## src/rtl/eth_tx_frame_arb.sv

```systemverilog
// Frame-aware round-robin AXI-Stream transmit arbiter in front of the MAC TX FIFO.
// Whole frames are granted per channel. Short frames are zero-padded up to MIN_FRAME_LENGTH.
// Frames longer than MAX_FRAME_LENGTH are cut, flagged bad, and their remainder is discarded.
//
// state | meaning
// IDLE  | no frame in flight; picks the next requesting channel
// PASS  | granted channel muxed straight through to the MAC
// PAD   | source frame ended short; emitting zero bytes up to minimum length
// DROP  | frame truncated at max length; swallowing source bytes until tlast
module eth_tx_frame_arb #(
    parameter int CHANNELS         = 2,
    parameter int MIN_FRAME_LENGTH = 60,
    parameter int MAX_FRAME_LENGTH = 1514,
    parameter int CNT_WIDTH        = 32
) (
    input  logic                          clk,
    input  logic                          rst_n,
    input  logic [8*CHANNELS-1:0]         s_axis_tdata,
    input  logic [CHANNELS-1:0]           s_axis_tvalid,
    output logic [CHANNELS-1:0]           s_axis_tready,
    input  logic [CHANNELS-1:0]           s_axis_tlast,
    input  logic [CHANNELS-1:0]           s_axis_tuser,
    output logic [7:0]                    m_axis_tdata,
    output logic                          m_axis_tvalid,
    input  logic                          m_axis_tready,
    output logic                          m_axis_tlast,
    output logic                          m_axis_tuser,
    output logic [2:0]                    grant_ch,
    output logic                          busy,
    output logic [CNT_WIDTH*CHANNELS-1:0] stat_frames,
    output logic [CNT_WIDTH-1:0]          stat_padded,
    output logic [CNT_WIDTH-1:0]          stat_truncated,
    input  logic                          clr_stats
);

    typedef enum logic [1:0] {ST_IDLE, ST_PASS, ST_PAD, ST_DROP} state_t;

    localparam logic [11:0] MIN_LEN = 12'(MIN_FRAME_LENGTH);
    localparam logic [11:0] MAX_LEN = 12'(MAX_FRAME_LENGTH);
    localparam logic [2:0]  LAST_CH = 3'(CHANNELS - 1);

    state_t               r_state, w_state_nxt;
    logic [2:0]           r_grant, r_last_grant, w_grant_nxt;
    logic                 w_grant_found;
    logic [10:0]          r_len;
    logic                 r_err;
    logic [11:0]          w_len_inc;
    logic [7:0]           w_src_data;
    logic                 w_src_valid, w_src_last, w_src_user, w_src_xfer;
    logic                 w_frame_inc, w_pad_inc, w_trunc_inc;
    logic [CNT_WIDTH-1:0] r_frames [CHANNELS];
    logic [CNT_WIDTH-1:0] r_padded, r_trunc;

    assign w_len_inc  = {1'b0, r_len} + 12'd1;
    assign w_src_xfer = w_src_valid & m_axis_tready;
    assign busy       = (r_state != ST_IDLE);
    assign grant_ch   = r_grant;

    // Select the granted channel's stream
    always_comb begin
        w_src_data  = 8'h00;
        w_src_valid = 1'b0;
        w_src_last  = 1'b0;
        w_src_user  = 1'b0;
        for (int i = 0; i < CHANNELS; i++) begin
            if (r_grant == 3'(i)) begin
                w_src_data  = s_axis_tdata[8*i +: 8];
                w_src_valid = s_axis_tvalid[i];
                w_src_last  = s_axis_tlast[i];
                w_src_user  = s_axis_tuser[i];
            end
        end
    end

    // Round-robin search: first requester above last_grant, else lowest at or below it
    always_comb begin
        w_grant_nxt   = r_last_grant;
        w_grant_found = 1'b0;
        for (int i = 0; i < CHANNELS; i++) begin
            if (!w_grant_found && s_axis_tvalid[i] && (3'(i) > r_last_grant)) begin
                w_grant_nxt   = 3'(i);
                w_grant_found = 1'b1;
            end
        end
        for (int i = 0; i < CHANNELS; i++) begin
            if (!w_grant_found && s_axis_tvalid[i] && (3'(i) <= r_last_grant)) begin
                w_grant_nxt   = 3'(i);
                w_grant_found = 1'b1;
            end
        end
    end

    // State register
    always_ff @(posedge clk or negedge rst_n) begin
        if (!rst_n) r_state <= ST_IDLE;
        else        r_state <= w_state_nxt;
    end

    // Next-state, stream outputs and counter increment strobes
    always_comb begin
        w_state_nxt   = r_state;
        m_axis_tdata  = 8'h00;
        m_axis_tvalid = 1'b0;
        m_axis_tlast  = 1'b0;
        m_axis_tuser  = 1'b0;
        s_axis_tready = '0;
        w_frame_inc   = 1'b0;
        w_pad_inc     = 1'b0;
        w_trunc_inc   = 1'b0;
        case (r_state)
            ST_IDLE: begin
                if (|s_axis_tvalid) w_state_nxt = ST_PASS;
            end
            ST_PASS: begin
                m_axis_tdata  = w_src_data;
                m_axis_tvalid = w_src_valid;
                m_axis_tuser  = w_src_user;
                for (int i = 0; i < CHANNELS; i++)
                    s_axis_tready[i] = (r_grant == 3'(i)) & m_axis_tready;
                // tlast outranks truncation, so an exactly-MAX frame completes normally.
                // With MIN_LEN = 0 the length test is always true, disabling padding.
                if (w_src_last) begin
                    if (w_len_inc >= MIN_LEN) begin
                        m_axis_tlast = 1'b1;
                        m_axis_tuser = r_err | w_src_user;
                        if (w_src_xfer) begin
                            w_state_nxt = ST_IDLE;
                            w_frame_inc = 1'b1;
                        end
                    end else if (w_src_xfer) begin
                        w_state_nxt = ST_PAD;
                    end
                end else if (w_len_inc == MAX_LEN) begin
                    m_axis_tlast = 1'b1;
                    m_axis_tuser = 1'b1;
                    if (w_src_xfer) begin
                        w_state_nxt = ST_DROP;
                        w_trunc_inc = 1'b1;
                        w_frame_inc = 1'b1;
                    end
                end
            end
            ST_PAD: begin
                m_axis_tvalid = 1'b1;
                if (w_len_inc >= MIN_LEN) begin
                    m_axis_tlast = 1'b1;
                    m_axis_tuser = r_err;
                    if (m_axis_tready) begin
                        w_state_nxt = ST_IDLE;
                        w_pad_inc   = 1'b1;
                        w_frame_inc = 1'b1;
                    end
                end
            end
            ST_DROP: begin
                for (int i = 0; i < CHANNELS; i++)
                    s_axis_tready[i] = (r_grant == 3'(i));
                if (w_src_valid && w_src_last) w_state_nxt = ST_IDLE;
            end
            default: w_state_nxt = ST_IDLE;
        endcase
    end

    // Grant, output length and accumulated bad-frame flag
    always_ff @(posedge clk or negedge rst_n) begin
        if (!rst_n) begin
            r_grant      <= 3'd0;
            r_last_grant <= LAST_CH;
            r_len        <= 11'd0;
            r_err        <= 1'b0;
        end else begin
            case (r_state)
                ST_IDLE: begin
                    if (|s_axis_tvalid) begin
                        r_grant      <= w_grant_nxt;
                        r_last_grant <= w_grant_nxt;
                        r_len        <= 11'd0;
                        r_err        <= 1'b0;
                    end
                end
                ST_PASS: begin
                    if (w_src_xfer) begin
                        r_len <= r_len + 11'd1;
                        r_err <= r_err | w_src_user;
                    end
                end
                ST_PAD: begin
                    if (m_axis_tready) r_len <= r_len + 11'd1;
                end
                default: ;
            endcase
        end
    end

    // Saturating statistics; a clear beats a same-cycle increment
    always_ff @(posedge clk or negedge rst_n) begin
        if (!rst_n) begin
            for (int i = 0; i < CHANNELS; i++) r_frames[i] <= '0;
            r_padded <= '0;
            r_trunc  <= '0;
        end else if (clr_stats) begin
            for (int i = 0; i < CHANNELS; i++) r_frames[i] <= '0;
            r_padded <= '0;
            r_trunc  <= '0;
        end else begin
            for (int i = 0; i < CHANNELS; i++)
                if (w_frame_inc && (r_grant == 3'(i)) && (r_frames[i] != '1))
                    r_frames[i] <= r_frames[i] + 1'b1;
            if (w_pad_inc && (r_padded != '1))  r_padded <= r_padded + 1'b1;
            if (w_trunc_inc && (r_trunc != '1)) r_trunc  <= r_trunc + 1'b1;
        end
    end

    for (genvar g = 0; g < CHANNELS; g++) begin : g_stat
        assign stat_frames[CNT_WIDTH*g +: CNT_WIDTH] = r_frames[g];
    end
    assign stat_padded    = r_padded;
    assign stat_truncated = r_trunc;

endmodule

```

## config.mk

```make
export PLATFORM = sky130hd
export DESIGN_NAME = eth_tx_frame_arb
export DESIGN_NICKNAME = d
export VERILOG_FILES = /design/src/rtl/eth_tx_frame_arb.sv
export SDC_FILE = /design/constraint.sdc
export NUM_CORES = 1
export LEC_CHECK = 0
export ABC_AREA = 0
export CAP_MARGIN = 20
export CELL_PAD_IN_SITES_DETAIL_PLACEMENT = 0
export CELL_PAD_IN_SITES_GLOBAL_PLACEMENT = 1
export CORE_MARGIN = 4
export CORE_UTILIZATION = 43
export CTS_BUF_LIST = sky130_fd_sc_hd__clkbuf_4 sky130_fd_sc_hd__clkbuf_8 sky130_fd_sc_hd__clkbuf_16
export CTS_CLUSTER_DIAMETER = 120
export DETAILED_ROUTE_END_ITERATION = 12
export PLACE_DENSITY_LB_ADDON = 0.1
export SKIP_CTS_REPAIR_TIMING = 1
export SYNTH_ARGS = -nofsm -noshare
export SYNTH_HDL_FRONTEND = slang
export SYNTH_SLANG_ARGS = --single-unit
```

## constraint.sdc

```tcl
create_clock -name clk -period 5.3 [get_ports clk]
set_input_delay 1.06 -clock clk [delete_from_list [all_inputs] [get_ports clk]]
set_output_delay 1.06 -clock clk [all_outputs]
set_load 0.05 [all_outputs]
```

Yosys cells after proc, flatten, opt, wreduce, memory -nomap -nowiden
Index checks and enable logic that the tools add are counted.
{ "word_totals": {"input_bits": 26, "elab_cells": 132, "out_inout_bits": 145, "ff_bits": 148} }
{ "op_classes": {"muxes": 62, "reduce_logical": 31, "addsub": 6, "magnitude_cmp": 5, "eq_ne": 15, "bitwise_logic": 4} }
{ "ops": {"columns": ["cell", "count"], "rows": [
  ["$mux W32", 6],
  ["$add A32 B1 Y32 const B", 4],
  ["$ne A32 B32 Y1 const B", 4],
  ["$mux W64", 1],
  ["$mux W11", 3],
  ["$pmux W11 S3", 1],
  ["$mux W1", 27],
  ["$mux W8", 3],
  ["$mux W2", 10],
  ["$logic_and A1 B1 Y1", 14],
  ["$add A11 B1 Y12 const B", 1],
  ["$eq A12 B11 Y1 const B", 1],
  ["$ge A12 B6 Y1 const B", 1],
  ["$mux W3", 4],
  ["$reduce_bool A2 Y1", 6],
  ["$add A11 B1 Y11 const B", 1],
  ["$ne A2 B2 Y1 const B", 5],
  ["$pmux W1 S2", 5],
  ["$pmux W2 S4", 1],
  ["$gt A1 B3 Y1 const A", 2],
  ["$le A1 B3 Y1 const A", 2],
  ["$reduce_and A6 Y1", 1],
  ["$eq A2 B2 Y1 const B", 2],
  ["$pmux W2 S2", 1],
  ["other kinds (13)", 17]
]} }

Longest topological paths before layout
{ "logic_depth": {"depth_word": 15, "mapped_depth": 11, "mapped_depth_nobuf": 9} }

Worst setup path before layout
Ideal clock, no wire load.
{ "synth_timing": {"path_kind": "reg2out", "startpoint": "register r_len[0]", "endpoint": "output m_axis_tlast", "required_time_ns": 4.240, "setup_slack_ns": 1.304, "n_path_buf": 0, "path_stages_with_launch": 9, "arrival_time_ns": 2.936, "path_cell_list": "dfrtp_1 ha_1 nand3_1 or3b_1 a211oi_2 nand2_1 nor2_1 o21ai_0 a21boi_0"} }
{ "synth_between": {"elab_chain_cells": 5, "word_cells_on_any_way": 7, "classes_between": "add/sub: 1; order compare: 1; eq/ne: 1; mux: 4"} }
{ "synth_rtl": {"columns": ["item", "line_no", "rtl"], "rows": [
  ["start: declaration", "45", "logic [10:0] r_len;"],
  ["start signal: assignment", "183", "r_len <= r_len + 11'd1;"],
  ["start signal: assignment", "188", "if (m_axis_tready) r_len <= r_len + 11'd1;"],
  ["$add A11 B1 Y12 (*)", "54", "assign w_len_inc = {1'b0, r_len} + 12'd1;"],
  ["$ge A12 B6 Y1 or $eq A12 B11 Y1 (tied branches)", "123, 145, 133", null],
  ["$mux W1, on equally long branches", "123, 145, 133", null],
  ["$mux W1", "122", "if (w_src_last) begin"],
  ["$pmux W1 S2 (*)", "110", "case (r_state)"],
  ["end: declaration", "26", "output logic m_axis_tlast,"]
]} }
Mark *: on every way between the ends. The rest lies on a longest branch, timed or not.

Final worst setup path
Same ends and word-level chain as after synthesis.

==> out/metrics.csv <==
stage,metric,value,unit
run_status,status,"complete, no violations",
power_and_ir_drop,power,3210,uW
worst_setup_path,rrSetupSlack,1.65,ns
cells_and_area,fin_util,0.564,
timing,slew_viol_final,0,
logic_synthesis,synth-seq-cells,144,
cts,cts_root_buf,clkbuf_16,
floorplan,die_w,149,um
global_routing,grt_pass1_wl,38500,um
floorplan,initial_utilization,0.439,
floorplan,ioPinCount,171,
routing,wl_per_cell,16.7,um
logic_synthesis,synth_edf_count,0,
logic_synthesis,synth_ff_type,dfrtp_1,
routing,drt_first_iter_violations,386,
cts,htreeDepth,4,
logic_synthesis,synth_cell_types,73,
timing,relSlewSlack,0.336,
worst_setup_path,worstPathRequired,4.24,ns
logic_synthesis,synthCells,961,
worst_setup_path,crit_arrival,3.48,ns
logic_synthesis,ys_warn_count,0,
global_routing,grt-ovfl-total,0,
timing,worstMarginPinSlew,0.995,ns
logic_synthesis,synth_compound_area_frac,0.159,
routing,first_pass_iters,5,
worst_hold_path,min_to,r_last_grant[0]$_DFFE_PN1P_,
worst_setup_path,rr_startpoint,r_len[0]$_DFFE_PN0P_,
floorplan,core_area,19600,um^2
cts,cts-buffers-inserted,17,
power_and_ir_drop,clkPwrFrac,0.373,
power_and_ir_drop,power_leakage,0.00422,uW
timing,setup-violations-final,0,
power_and_ir_drop,p_sw_frac,0.338,
worst_setup_path,startpoint,r_len[0]$_DFFE_PN0P_,
cts,cts_max_path_buffers,2,
placed_design,pre_cts_ws,1.09,ns
worst_hold_path,hp-class,reg2reg,
power_and_ir_drop,combPwrFrac,0.249,
timing,min_period_over_period,0.856,
routing,route.detailed.drc,0,
placed_design,port_buffers,168,
worst_setup_path,critPathMaxFanout,7,
logic_synthesis,synth_mux_area_frac,0.0413,
cts,path_clk_slew,0.06,ns
logic_synthesis,ys_seq_area_frac,0.419,
floorplan,design.die.area,22300,um^2
logic_synthesis,async_flop_share,1.00,
timing,setup_tns,0,ns
cells_and_area,fillers,1867,
floorplan,die_h,149,um
global_routing,grt_pass1_vias,7362,
global_routing,antenna_found_initial,0,
worst_hold_path,min_from,r_last_grant[0]$_DFFE_PN1P_,
worst_hold_path,min_path_cells,2,
power_and_ir_drop,internal_power,2120,uW
routing,vias,7599,
cts,cts_tree,yes,
timing,rsz0062_at_grt,false,
worst_setup_path,r2r-end,stat_truncated[25]$_DFFE_PN0P_,
power_and_ir_drop,ir_worst_vdd,0.173,mV
power_and_ir_drop,p_seq_frac,0.378,
routing,wl,23000,um
logic_synthesis,synthSimpleGateAreaFrac,0.278,
worst_setup_path,crit_type,reg2out,
flow_run,maxCapViolCount,0,
worst_setup_path,critPathLaunchType,flip-flop,
placed_design,gp_congestion,0.797,
routing,vias_per_cell,5.50,
worst_setup_path,worstRegToRegCells,8,
logic_synthesis,synth_xor_xnor_area_share,0.0499,
routing,ant_nets,0,
power_and_ir_drop,power_density,291,nW/um^2
cts,clk_latency,0.42,ns
cts,clock-sinks,144,
cells_and_area,drive_gt1_frac,0.0797,
cells_and_area,diodes,0,
logic_synthesis,netlist_area,8600,um^2
global_routing,track_usage,0.211,
timing,fmax,0.220,GHz
floorplan,placementRows,51,
timing,final.min_clock_period,4.54,ns
power_and_ir_drop,p_sw,1090,uW
logic_synthesis,synthAdderAreaFrac,0.0145,
timing,setup_ws,0.761,ns
cells_and_area,nets,1140,
placed_design,dp_hpwl,15700,um
logic_synthesis,synth_top_family_by_area,simple AND/OR/NAND/NOR gates,
timing,finalClockSkew,0.0127,ns
global_routing,grt_max_degree,100,
timing,hold_violations,0,
cells_and_area,area_growth,28.3,%
logic_synthesis,syn_area_per_cell,8.95,um^2
worst_setup_path,cp-end-kind,output pin,
-- logic make-up (layout without fill, tap and decap cells) --
family	after synthesis	count (layout)
AND/OR/NAND/NOR	443	443
AO/OA/AOI/OAI	203	203
flip-flops	144	144
buffers and inverters	78	233
XOR/XNOR	49	49
multiplexers	33	33
adder cells (fa/ha/maj)	10	10
other	1	2
-- worst max-delay path by stage --
stage | endpoint | slack (ns) | cells after the start
finish | m_axis_tlast | 0.76 | 9
global route | m_axis_tuser | 0.52 | 9
CTS | m_axis_tlast | 0.72 | 9
detailed placement | stat_frames[51]$_DFFE_PN0P_ | 1.09 | 8
global placement | m_axis_tlast | 1.08 | 7
floorplan | m_axis_tlast | 1.30 | 8
-- layout by cell type, fill, tap and decap left out, drive strengths merged, types with 14 or more instances in the layout --
cell type	n
a2111oi	15
or4	21
nand2	79
nor2b	34
nor2	94
o21ai	53
nand3	48
mux2	20
inv	26
nand4	27
clkdlybuf4s50	166
xnor2	43
dfrtp	143
clkbuf	19
nor4	14
or3	36
a21oi	61
o31ai	15
and3	22
-- power by group through the flow --
stage	clock network, uW	logic (uW)	registers (uW)
global placement	0	803	1230
floorplan	0	603	1190
finish	1200	799	1210
CTS	1220	809	1210
detailed placement	0	805	1230
global route	1280	877	1220
-- Yosys cell counts (14+ instances only) --
cell type	count	area (um^2)
nor2_1	94	353
xnor2_1	43	377
nand4_1	26	163
or3_1	35	219
nor4_1	14	87.6
nor2b_1	34	213
and3_1	22	138
dfrtp_1	143	3580
or4_1	21	158
clkbuf_1	36	135
mux2_2	19	214
inv_1	25	93.8
a21oi_1	61	305
o31ai_1	14	105
o21ai_0	52	260
nand3_1	47	235
nand2_1	79	297
-- final cells by class --
class | instances | area, um^2 | share of cell area
inverters | 25 | 93.8 | 0.00850
clock inverters | 13 | 138 | 0.0125
well taps | 265 | 332 | 0.0300
flip-flops and latches | 144 | 3600 | 0.326
repair buffers | 176 | 1740 | 0.158
multi-input cells | 740 | 4690 | 0.424
clock buffers | 19 | 447 | 0.0405
-- routing by layer --
layer  global-route usage  vias up  wire (um)  part of all wire
li1                     -     3780          -                 -
met1                0.298     3674      11000              0.48
met2                0.335      129      10900              0.47
met3               0.0433       16        930             0.040
met4               0.0494        0        274             0.012
met5                    0        -          0                 0
-- per-stage QoR --
stage,std cells,instance area (um^2),hold WS [ns]
2_1_floorplan,962,8610,0.504
3_3_place_gp,1350,10500,0.525
3_5_place_dp,1350,10500,0.527
4_1_cts,1382,11000,0.535
5_1_grt,1382,11000,0.560
6_report,1382,11000,0.542
-- worst max-delay path, stage by stage (launching register included) --
cell,delay [ns]
dfrtp_1,0.45
ha_1,0.32
nand3_1,0.17
or3b_1,0.44
a211oi_2,0.29
nand2_1,0.13
nor2_1,0.14
o21ai_0,0.08
a21boi_0,0.20
clkdlybuf4s50_1,0.84
-- sequential cells by signal (all words and copies together), names as in the netlist --
signal,cells
stat_truncated,32
r_err,1
stat_frames,64
r_state,2
r_last_grant,1
r_len,11
grant_ch,1
stat_padded,32
Power figures use the tool's default switching activity.
